[src/rtl/product_bcd_converter.sv]
// product_bcd_converter: handshaked iterative binary-to-BCD (double-dabble) converter
module product_bcd_converter #(
  parameter int IN_W = 8
) (
  input  logic            clk,
  input  logic            rst,
  input  logic            in_valid,
  output logic            in_ready,
  input  logic [IN_W-1:0] in_data,
  output logic            out_valid,
  input  logic            out_ready,
  output logic [3:0]      hundreds,
  output logic [3:0]      tens,
  output logic [3:0]      ones
);
  localparam int CW = $clog2(IN_W + 1);
  typedef enum logic [1:0] {IDLE, CONV, DONE} state_t;
  state_t          state, state_n;
  logic [IN_W-1:0] shreg;
  logic [11:0]     bcd, adj;
  logic [CW-1:0]   cnt;
  logic [11+IN_W:0] shifted;
  logic            last;
  // add-3 correction on every nibble that would overflow past 9 when doubled
  always_comb begin
    adj = bcd;
    for (int i = 0; i < 3; i++)
      adj[4*i +: 4] = (bcd[4*i +: 4] >= 4'd5) ? bcd[4*i +: 4] + 4'd3 : bcd[4*i +: 4];
  end
  assign shifted   = {adj, shreg} << 1;
  assign last      = cnt == CW'(1);
  assign in_ready  = (state == IDLE) & ~rst;
  assign out_valid = state == DONE;
  // state register
  always_ff @(posedge clk)
    state <= rst ? IDLE : state_n;
  // next state: accept in IDLE, shift IN_W times, hold until consumed
  always_comb begin
    state_n = state;
    state_n = (state == IDLE) ? (in_valid ? CONV : IDLE) :
              (state == CONV) ? (last ? DONE : CONV) :
              (out_ready ? IDLE : DONE);
  end
  // datapath: load operand, shift with correction, capture digits on the final shift
  always_ff @(posedge clk) begin
    if (rst) begin
      shreg    <= '0;
      bcd      <= '0;
      cnt      <= '0;
      hundreds <= '0;
      tens     <= '0;
      ones     <= '0;
    end else if (state == IDLE && in_valid) begin
      shreg <= in_data;
      bcd   <= '0;
      cnt   <= CW'(IN_W);
    end else if (state == CONV) begin
      bcd   <= shifted[11+IN_W:IN_W];
      shreg <= shifted[IN_W-1:0];
      cnt   <= cnt - CW'(1);
      if (last) begin
        hundreds <= shifted[11+IN_W:8+IN_W];
        tens     <= shifted[7+IN_W:4+IN_W];
        ones     <= shifted[3+IN_W:IN_W];
      end
    end
  end
endmodule

[config.mk]
export PLATFORM = sky130hd
export DESIGN_NAME = product_bcd_converter
export DESIGN_NICKNAME = d
export VERILOG_FILES = /design/src/rtl/product_bcd_converter.sv
export SDC_FILE = /design/constraint.sdc
export NUM_CORES = 1
export LEC_CHECK = 0
export BUFFER_PORTS_ARGS = -buffer_cell sky130_fd_sc_hd__buf_2
export CAP_MARGIN = 5
export CORE_UTILIZATION = 55
export CTS_BUF_LIST = sky130_fd_sc_hd__clkbuf_4 sky130_fd_sc_hd__clkbuf_8
export CTS_CLUSTER_DIAMETER = 80
export CTS_CLUSTER_SIZE = 12
export DETAILED_ROUTE_END_ITERATION = 6
export PLACE_DENSITY = 0.77
export SLEW_MARGIN = 0
export SYNTH_ARGS = -nofsm -noshare
export SYNTH_HDL_FRONTEND = slang
export SYNTH_SLANG_ARGS = --single-unit
[constraint.sdc]
create_clock -name clk -period 4.55 [get_ports clk]
set_input_delay 0.6825 -clock clk [delete_from_list [all_inputs] [get_ports clk]]
set_output_delay 0.6825 -clock clk [all_outputs]
set_load 0.01 [all_outputs]
==> run summary, run 1 <==
Max Clk Rate: 505.6 MHz
Residual DRC: 3
area share of the largest cell type after synthesis: 0.4409
IO Count: 26
leading area contributor after synthesis: dfxtp_1
setup TNS: 0 ps
flop2flop setup slack: 2770 ps
drt wl/cell: 13.30 um
LEAKAGE: 0.7225 nW
Slew Limit Fails: 0
Switching Power: 0.1617 mW
clk buf depth: 2
GRT overflow: 0
Slew HR: 0.5961
RSZ-0062 raised after global routing: false
clk_lat worst skew: 330 ps
DP Wirelength: 2344 um
die width: 58.01 um
switching portion of total power: 0.2626
final setup vio count: 0
max-cap violations: 0
#FFs+latches synth: 38
Hold-fix buffers, CTS: 0
Internal: 0.4540 mW
syn_area_per_cell: 8.894 um2
syn nets: 214
postcts setup bufs: 0
via density per instance: 5.744
Detailed Routing Iterations Pass 1: 7
Synthesis Warnings: 0
PwrDens: 321.4 nW/um2
routability cong.: 0.7813
nets: 238
Worst Setup EP: in_ready
failing checks: DRC
Tcrit/Tclk final: 0.4347
worst r2r path cells: 5
DIE AREA: 3365 um2
post-layout min period: 1978 ps
Die Ht: 58.01 um
Gate Count Post-Synth: 194
Non-Filler Instances: 250
Clock Pin Slew Worst Setup and Hold Paths: 110 ps
Area Overhead vs Synth: 11.02%
post-synthesis sequential area ratio: 0.4409
layout cells sized above 1: 0.2146
largest net degree at the start of global routing: 28
reg-to-reg endpoint: hundreds[3]$_SDFFE_PP0P_
Crit Path Class: primary input to output pin
commonest cells after routing, fill and taps aside: dfxtp_1, buf_2, a21oi_1
CTS tree: done
Mapped Area: 1725 um2
via count: 1436
Setup crit start: rst
Critical Path RT: 3870 ps
Worst EP arrival: 1300 ps
Comb pwr share: 0.117
Sequential Power Share: 0.576
number of I/O port buffers: 25
final wirelength: 3326 um
status: complete, but fails checks
worst vdd ir: 209.0 uV
CP startpoint kind: primary input
DRT antenna net count: 0
GR Util All Layers: 0.2189
first-pass GRT wire length: 5664 um
clk_skew: 7.156 ps
initial drt markers: 89
Clk pwr share: 0.308
initial antenna violation count: 0
total CTS buffers: 5
Antenna Cells: 0
Final Hold Vio Count: 0
H-tree lvl count: 2
Worst Hold Class: register to register
effective utilization at floorplan: 0.6048
Site Rows: 19
core region area: 2853 um2
crit end category: output pin
Synth area leaders: dfxtp_1, a21oi_1, ha_1
Clk Tree Root Cell: clkbuf_4
number of global-route vias before repair: 1313
critical-path maximum fanout: 27
Worst Tran Pin Value: 605.9 ps
worst reg2reg path startpoint: cnt[0]$_SDFFE_PP0P_
Synth cell types: 32
commonest non-fill, non-tap cell in the layout: dfxtp_1
cts repair resizes: 0
CTS sink cnt: 38
Post-Place Cells: 242
## routing by layer
layer	wire (um)	track usage	part of all wire	vias to the layer above
li1	-	-	-	722
met1	1487	0.2789	0.45	682
met2	1678	0.3678	0.50	28
met3	127	0.04018	0.038	4
met4	33	0.08503	0.0099	0
met5	0	0	0	-
## worst max-delay path, cell delays in order
cell,delay [ps]
buf_2,370
nor3_1,80
buf_2,150
## per-stage QoR
stage	instance area [um2]	hold WS, ps	setup WS, ps	utilization	power (mW)
2_1_floorplan	1725	436.8	2588	-	0.4136
3_5_place_dp	1852	450.4	2584	0.6491	0.4330
4_1_cts	1916	466.0	2581	0.6715	0.6188
3_3_place_gp	1852	442.7	2595	0.6491	0.4293
5_1_grt	1916	489.2	2518	0.6715	0.6457
6_report	1916	464.7	2572	0.6715	0.6157
## layout make-up
class | instances | area [um2]
tap | 31 | 38.79
fill | 249 | 937.1
clock buffer | 7 | 58.81
clock inverter | 1 | 5.005
timing repair buffer | 27 | 140.1
multi-input combinational | 137 | 878.3
inverter | 9 | 33.78
sequential | 38 | 760.7
## worst min-delay path by stage
stage	end	slack (ps)	from	cells after the start
6_report	shreg[3]$_SDFFE_PP0P_	460	shreg[3]$_SDFFE_PP0P_	2
5_1_grt	shreg[2]$_SDFFE_PP0P_	490	shreg[2]$_SDFFE_PP0P_	2
4_1_cts	shreg[3]$_SDFFE_PP0P_	470	shreg[3]$_SDFFE_PP0P_	2
3_5_place_dp	shreg[3]$_SDFFE_PP0P_	450	shreg[3]$_SDFFE_PP0P_	2
3_3_place_gp	shreg[4]$_SDFFE_PP0P_	440	shreg[4]$_SDFFE_PP0P_	2
2_1_floorplan	shreg[1]$_SDFFE_PP0P_	440	shreg[1]$_SDFFE_PP0P_	2
## power by group through the flow
stage / clock [mW] / combinational (mW) / sequential (mW)
after floorplan: 0 / 0.0535 / 0.360
after global placement: 0 / 0.0684 / 0.361
after detailed placement: 0 / 0.0713 / 0.362
after CTS: 0.193 / 0.0715 / 0.354
after global routing: 0.208 / 0.0817 / 0.356
final: 0.190 / 0.0718 / 0.354
## synth_stat cells
master,n
dfxtp_1,38
a21oi_1,23
nand2_1,17
nor2_1,16
nand2b_1,10
o21ai_0,10
inv_1,9
ha_1,8
a22oi_1,7
a211oi_1,6
nand3_1,6
o22ai_2,6
nor3b_1,5
clkbuf_1,4
xnor2_1,4
buf_2,3
mux2_2,3
o22ai_1,3
nor2b_1,2
nor3_1,2
a311oi_1,1
buf_1,1
buf_4,1
buf_6,1
mux2i_1,1
nand3b_1,1
nor2_4,1
nor4_1,1
or2_2,1
or3_1,1
or3b_4,1
xor2_1,1
## kinds of logic (layout without fill, tap and decap cells)
kind of cell             count (synthesis)  count (layout)  share of synthesized area
AO/OA/AOI/OAI                           56              56                     0.2117
flip-flops                              38              38                     0.4409
buffers and inverters                   19              44                    0.05003
adder cells (fa/ha/maj)                  8               8                    0.05802
XOR/XNOR                                 5               5                    0.02538
multiplexers                             4               4                    0.02538
AND/OR/NAND/NOR                         64              64                     0.1886
## flip-flops by register name, indices dropped and copies added, names as in the netlist
name	count
bcd	12
cnt	4
hundreds	4
ones	4
shreg	8
state	2
tens	4
No activity file was read; power rests on OpenSTA's default activity.
==> inputs of run 2 (changes only) <==
==> constraint.sdc (replaced) <==
create_clock -name clk -period 1.9 [get_ports clk]
set_input_delay 0.285 -clock clk [delete_from_list [all_inputs] [get_ports clk]]
set_output_delay 0.285 -clock clk [all_outputs]
set_load 0.01 [all_outputs]
==> run 2 against run 1 <==
  * The flow still finishes with violations (DRC)
  * Routed wire length up 3.1%
  * Non-clock buffer count up 4
  * Clock skew up 5.0 ps
  * Highest routed layer unchanged
  * Largest cell class unchanged
  * Sequential share of layout area down 0.61 points
==> run summary, run 2 (synthesis results as in run 1) <==
CP startpoint kind: register
PwrDens: 761.7 nW/um2 (+140%)
H-tree lvl count: 2 (unchanged)
CTS tree: done
status: complete, but fails checks
crit path cell chain: ha_1 -> or3b_4 -> nor2_4 -> nor2_1 -> a311oi_1
via density per instance: 5.587 (-2.7%)
largest reg by FF count: bcd
Slew Limit Fails: 0 (unchanged)
hold slack: 183.8 ps (-281.0 ps)
worst vdd ir: 446.2 uV (+110%)
DIE AREA: 3365 um2 (unchanged)
die width: 58.01 um (unchanged)
Final WS setup: 182.4 ps (-2390 ps)
clk_skew: 12.20 ps (+5.044 ps)
drt wl/cell: 13.50 um (+1.4%)
Residual DRC: 3 (unchanged)
Max stage delay on crit path: 400 ps (+30 ps)
max-cap violations: 0 (unchanged)
clk buf depth: 2 (unchanged)
DRT antenna net count: 0 (unchanged)
LEAKAGE: 0.7426 nW (+2.8%)
initial drt markers: 52 (-42%)
commonest non-fill, non-tap cell in the layout: dfxtp_1
Clock Pin Slew Worst Setup and Hold Paths: 110 ps (about the same)
initial antenna violation count: 0 (unchanged)
post-layout min period: 1718 ps
Critical Path RT: 2160 ps (-1710 ps)
critical path's slowest cell: dfxtp_1
largest net degree at the start of global routing: 28 (unchanged)
CTS sink cnt: 38 (unchanged)
IO Count: 26 (unchanged)
crit end category: register
Slew HR: 0.7212 (+0.1251)
critical-path maximum fanout: 15 (-44%)
clk_lat worst skew: 350 ps (+20 ps)
effective utilization at floorplan: 0.6048 (unchanged)
commonest cells after routing, fill and taps aside: dfxtp_1, buf_2, a21oi_1
Final Hold Vio Count: 0 (unchanged)
layout cells sized above 1: 0.2287 (+0.01409)
Worst Tran Pin Value: 416.7 ps (-189.2 ps)
via count: 1419 (-1.2%)
number of I/O port buffers: 25 (unchanged)
DP Wirelength: 2537 um (+8.3%)
Non-Filler Instances: 254 (+1.6%)
Area Overhead vs Synth: 12.76%
nets: 242 (+1.7%)
max FFs per register: 12 (unchanged)
GRT overflow: 0 (unchanged)
failing checks: DRC
GR Util All Layers: 0.2292 (+0.01025)
Antenna Cells: 0 (unchanged)
first-pass GRT wire length: 5782 um (+2.1%)
postcts setup bufs: 0 (unchanged)
Crit Path Class: register to register
Post-Place Cells: 246 (+1.7%)
Max Clk Rate: 582.2 MHz
setup TNS: 0 ps (unchanged)
Worst Hold Class: primary input to register
total CTS buffers: 5 (unchanged)
cts repair resizes: 0 (unchanged)
core region area: 2853 um2 (unchanged)
Site Rows: 19 (unchanged)
Final Total Pwr: 1.482 mW (+140%)
final setup vio count: 0 (unchanged)
Die Ht: 58.01 um (unchanged)
Worst EP arrival: 1980 ps (+680 ps)
Detailed Routing Iterations Pass 1: 6 (-1)
Tcrit/Tclk final: 0.9040
Clk Tree Root Cell: clkbuf_4
Hold-fix buffers, CTS: 0 (unchanged)
pre-CTS setup slack: 164.5 ps (-2419 ps)
final wirelength: 3428 um (+3.1%)
biggest registers after layout: bcd: 12 flops, shreg: 8 flops
RSZ-0062 raised after global routing: false
routability cong.: 0.7643 (-2.2%)
number of global-route vias before repair: 1316 (+0.23%)
-- run 2: path summary, 6_finish.rpt --
check | from | to | slack, ps | cells past startpoint
max reg2reg | cnt[0]$_SDFFE_PP0P_ | hundreds[3]$_SDFFE_PP0P_ | 180 | 5
min | in_data[0] | shreg[0]$_SDFFE_PP0P_ | 180 | 3
min reg2reg | shreg[3]$_SDFFE_PP0P_ | shreg[3]$_SDFFE_PP0P_ | 460 | 2
max | cnt[0]$_SDFFE_PP0P_ | hundreds[3]$_SDFFE_PP0P_ | 180 | 5
-- run 2: power breakdown --
group,switching [mW],internal [mW],leakage (nW)
Combinational,0.108,0.0750,0.395
Sequential,0.0222,0.826,0.309
Clock,0.257,0.194,0.0387
-- run 2: cell type report --
cell class / instances / area, um2
Timing Repair Buffer: 31 / 170.2
Sequential cell: 38 / 760.7
Inverter: 9 / 33.78
Tap cell: 31 / 38.79
Fill cell: 254 / 907.1
Clock buffer: 7 / 58.81
Clock inverter: 1 / 5.005
Multi-Input combinational cell: 137 / 878.3
-- run 2: critical path: cells and delay by family (launching register included) --
| family | cells | cell delay [ps] |
|---|---|---|
| simple gates | 3 | 810 |
| flops | 1 | 400 |
| compound gates | 1 | 270 |
| fa+ha+maj | 1 | 160 |
-- run 2: per-layer routing --
metal / GRT usage / up-vias / routed length, um
met3: 0.05134 / 11 / 97
li1: - / 738 / -
met5: 0 / - / 0
met1: 0.2672 / 652 / 1540
met4: 0.1361 / 0 / 112
met2: 0.3842 / 18 / 1677
-- run 2: per-stage QoR --
step	area, um2	utilization
final	1946	0.6820
after detailed placement	1882	0.6596
after global placement	1882	0.6596
after CTS	1946	0.6820
after global routing	1946	0.6820
after floorplan	1725	-
==> inputs of run 3 (changes only) <==
==> constraint.sdc (replaced) <==
create_clock -name clk -period 1.9 [get_ports clk]
set_input_delay 0.19 -clock clk [delete_from_list [all_inputs] [get_ports clk]]
set_output_delay 0.19 -clock clk [all_outputs]
set_load 0.01 [all_outputs]
==> run 3 against run 2 <==
  * The flow still finishes with violations (DRC)
  * Die area did not move
  * Clock skew fell by 1.2 ps
  * Hold slack got worse by 96 ps
  * Clock power rose by 25%
  * Routed wire length rose by 5.5%
  * Critical path depth fell by 1
  * Critical path type unchanged
  * Largest power group unchanged
==> run summary, run 3 (synthesis results as in run 1) <==
Worst Hold Class: primary input to register
total CTS buffers: 5 (unchanged)
post-layout min period: 1750 ps (+32.43 ps)
Worst Tran Pin Value: 547.5 ps (+130.8 ps)
routability cong.: 0.7682 (+0.51%)
Finished Cell Area: 1991 um2 (+2.3%)
Internal: 1.208 mW (+10%)
commonest non-fill, non-tap cell in the layout: dfxtp_1
final wirelength: 3618 um (+5.5%)
Antenna Cells: 0 (unchanged)
status: complete, but fails checks
initial antenna violation count: 0 (unchanged)
clk_skew: 10.97 ps (-1.229 ps)
Clock Pin Slew Worst Setup and Hold Paths: 100 ps (about the same)
hold wc startpoint: in_data[0]
clk buf depth: 2 (unchanged)
largest net degree at the start of global routing: 28 (unchanged)
GRT overflow: 0 (unchanged)
Critical Path RT: 2170 ps (about the same)
Comb pwr share: 0.116 (-0.007)
CP startpoint kind: register
Detailed Routing Iterations Pass 1: 6 (unchanged)
pre-CTS setup slack: 130.7 ps (-33.82 ps)
Slew HR: 0.6342 (-0.08699)
flop2flop setup slack: 150 ps (-30 ps)
worst reg2reg path startpoint: cnt[0]$_SDFFE_PP0P_
largest reg by FF count: bcd
max-cap violations: 0 (unchanged)
die width: 58.01 um (unchanged)
via density per instance: 5.741 (+2.8%)
number of I/O port buffers: 25 (unchanged)
initial drt markers: 42 (-19%)
number of global-route vias before repair: 1349 (+2.5%)
CTS tree: done
Clk Tree Root Cell: clkbuf_4
Final Hold Vio Count: 0 (unchanged)
max FFs per register: 12 (unchanged)
reg-to-reg endpoint: ones[2]$_SDFFE_PP0P_
DRT antenna net count: 0 (unchanged)
H-tree lvl count: 2 (unchanged)
worst vdd ir: 505.2 uV (+13%)
drt wl/cell: 14.19 um (+5.1%)
DP Wirelength: 2536 um (about the same)
first-pass GRT wire length: 5975 um (+3.3%)
worst r2r path cells: 4 (-1)
setup TNS: 0 ps (unchanged)
DIE AREA: 3365 um2 (unchanged)
Cells on Worst Hold Path: 3 (unchanged)
Tcrit/Tclk final: 0.9211 (+0.01707)
Area Overhead vs Synth: 15.37%
Crit Path Class: register to register
Clk pwr share: 0.353 (+0.049)
placed instance area: 1874 um2 (-0.40%)
switching portion of total power: 0.2446 (-0.01653)
hold slack: 87.43 ps (-96.32 ps)
Final WS setup: 149.9 ps (-32.43 ps)
cts repair resizes: 0 (unchanged)
layout cells sized above 1: 0.2321 (+0.003443)
Switching Power: 0.3913 mW (+1.1%)
Final Total Pwr: 1.599 mW (+7.9%)
biggest registers after layout: bcd: 12 flops, shreg: 8 flops
Max Clk Rate: 571.4 MHz (-1.9%)
core region area: 2853 um2 (unchanged)
Worst EP arrival: 2020 ps (+40 ps)
LEAKAGE: 0.7620 nW (+2.6%)
final setup vio count: 0 (unchanged)
critical-path maximum fanout: 6 (-9)
clk_lat worst skew: 340 ps (about the same)
PwrDens: 803.5 nW/um2 (+5.5%)
GR Util All Layers: 0.2366 (+0.007393)
Worst Hold End: shreg[0]$_SDFFE_PP0P_
nets: 244 (+0.83%)
commonest cells after routing, fill and taps aside: dfxtp_1, buf_2, a21oi_1
effective utilization at floorplan: 0.6048 (unchanged)
IO Count: 26 (unchanged)
CTS sink cnt: 38 (unchanged)
Residual DRC: 3 (unchanged)
crit end category: register
failing checks: DRC
via count: 1464 (+3.2%)
Sequential Power Share: 0.531 (-0.042)
FILL cells: 235 (-7.5%)
Die Ht: 58.01 um (unchanged)
RSZ-0062 raised after global routing: false
Slew Limit Fails: 0 (unchanged)
Site Rows: 19 (unchanged)
## run 3: timing repair
action                     in CTS  in global routing
setup endpoints to repair       0                  1
buffers inserted                0                  3
hold buffers                    0                  0
## run 3: per-layer routing
| metal | track usage | part of all wire |
|---|---|---|
| met1 | 0.2881 | 0.45 |
| met4 | 0.08503 | 0.011 |
| met5 | 0 | 0 |
| met3 | 0.07366 | 0.023 |
| met2 | 0.3941 | 0.51 |
## run 3: per-stage QoR
step,utilization,cells
finish,0.6978,255
global placement,0.6570,245
floorplan,-,194
CTS,0.6855,252
detailed placement,0.6570,245
global route,0.6978,255
## run 3: critical path, stage by stage (launching register included)
cell and delay [ps]:
dfxtp_1 410, ha_1 160, or3b_4 400, or3_1 490, o22ai_2 220
## run 3: worst max path at each step
stage / start / endpoint / slack (ps) / depth (start not counted)
final: cnt[0]$_SDFFE_PP0P_ / ones[2]$_SDFFE_PP0P_ / 150 / 4
after global routing: cnt[0]$_SDFFE_PP0P_ / ones[2]$_SDFFE_PP0P_ / 60 / 4
after CTS: cnt[0]$_SDFFE_PP0P_ / hundreds[3]$_SDFFE_PP0P_ / 100 / 5
after detailed placement: cnt[0]$_SDFFE_PP0P_ / hundreds[3]$_SDFFE_PP0P_ / 130 / 5
after global placement: cnt[0]$_SDFFE_PP0P_ / hundreds[1]$_SDFFE_PP0P_ / 270 / 4
after floorplan: cnt[0]$_SDFFE_PP0P_ / hundreds[1]$_SDFFE_PP0P_ / 340 / 5
## run 3: power groups by stage
stage          clock network (mW)  registers, mW  logic (mW)
6_report                    0.564          0.850       0.185
5_1_grt                     0.607          0.854       0.209
4_1_cts                     0.575          0.849       0.181
3_5_place_dp                    0          0.867       0.179
3_3_place_gp                    0          0.865       0.171
2_1_floorplan                   0          0.862       0.128
## run 3: layout make-up
class	instances	area (um2)	area share
multi-input combinational	137	878.3	0.4412
sequential	38	760.7	0.3821
timing repair buffer	33	197.7	0.09931
clock buffer	6	51.30	0.02577
tap	31	38.79	0.01948
inverter	9	33.78	0.01697
clock inverter	1	30.03	0.01508
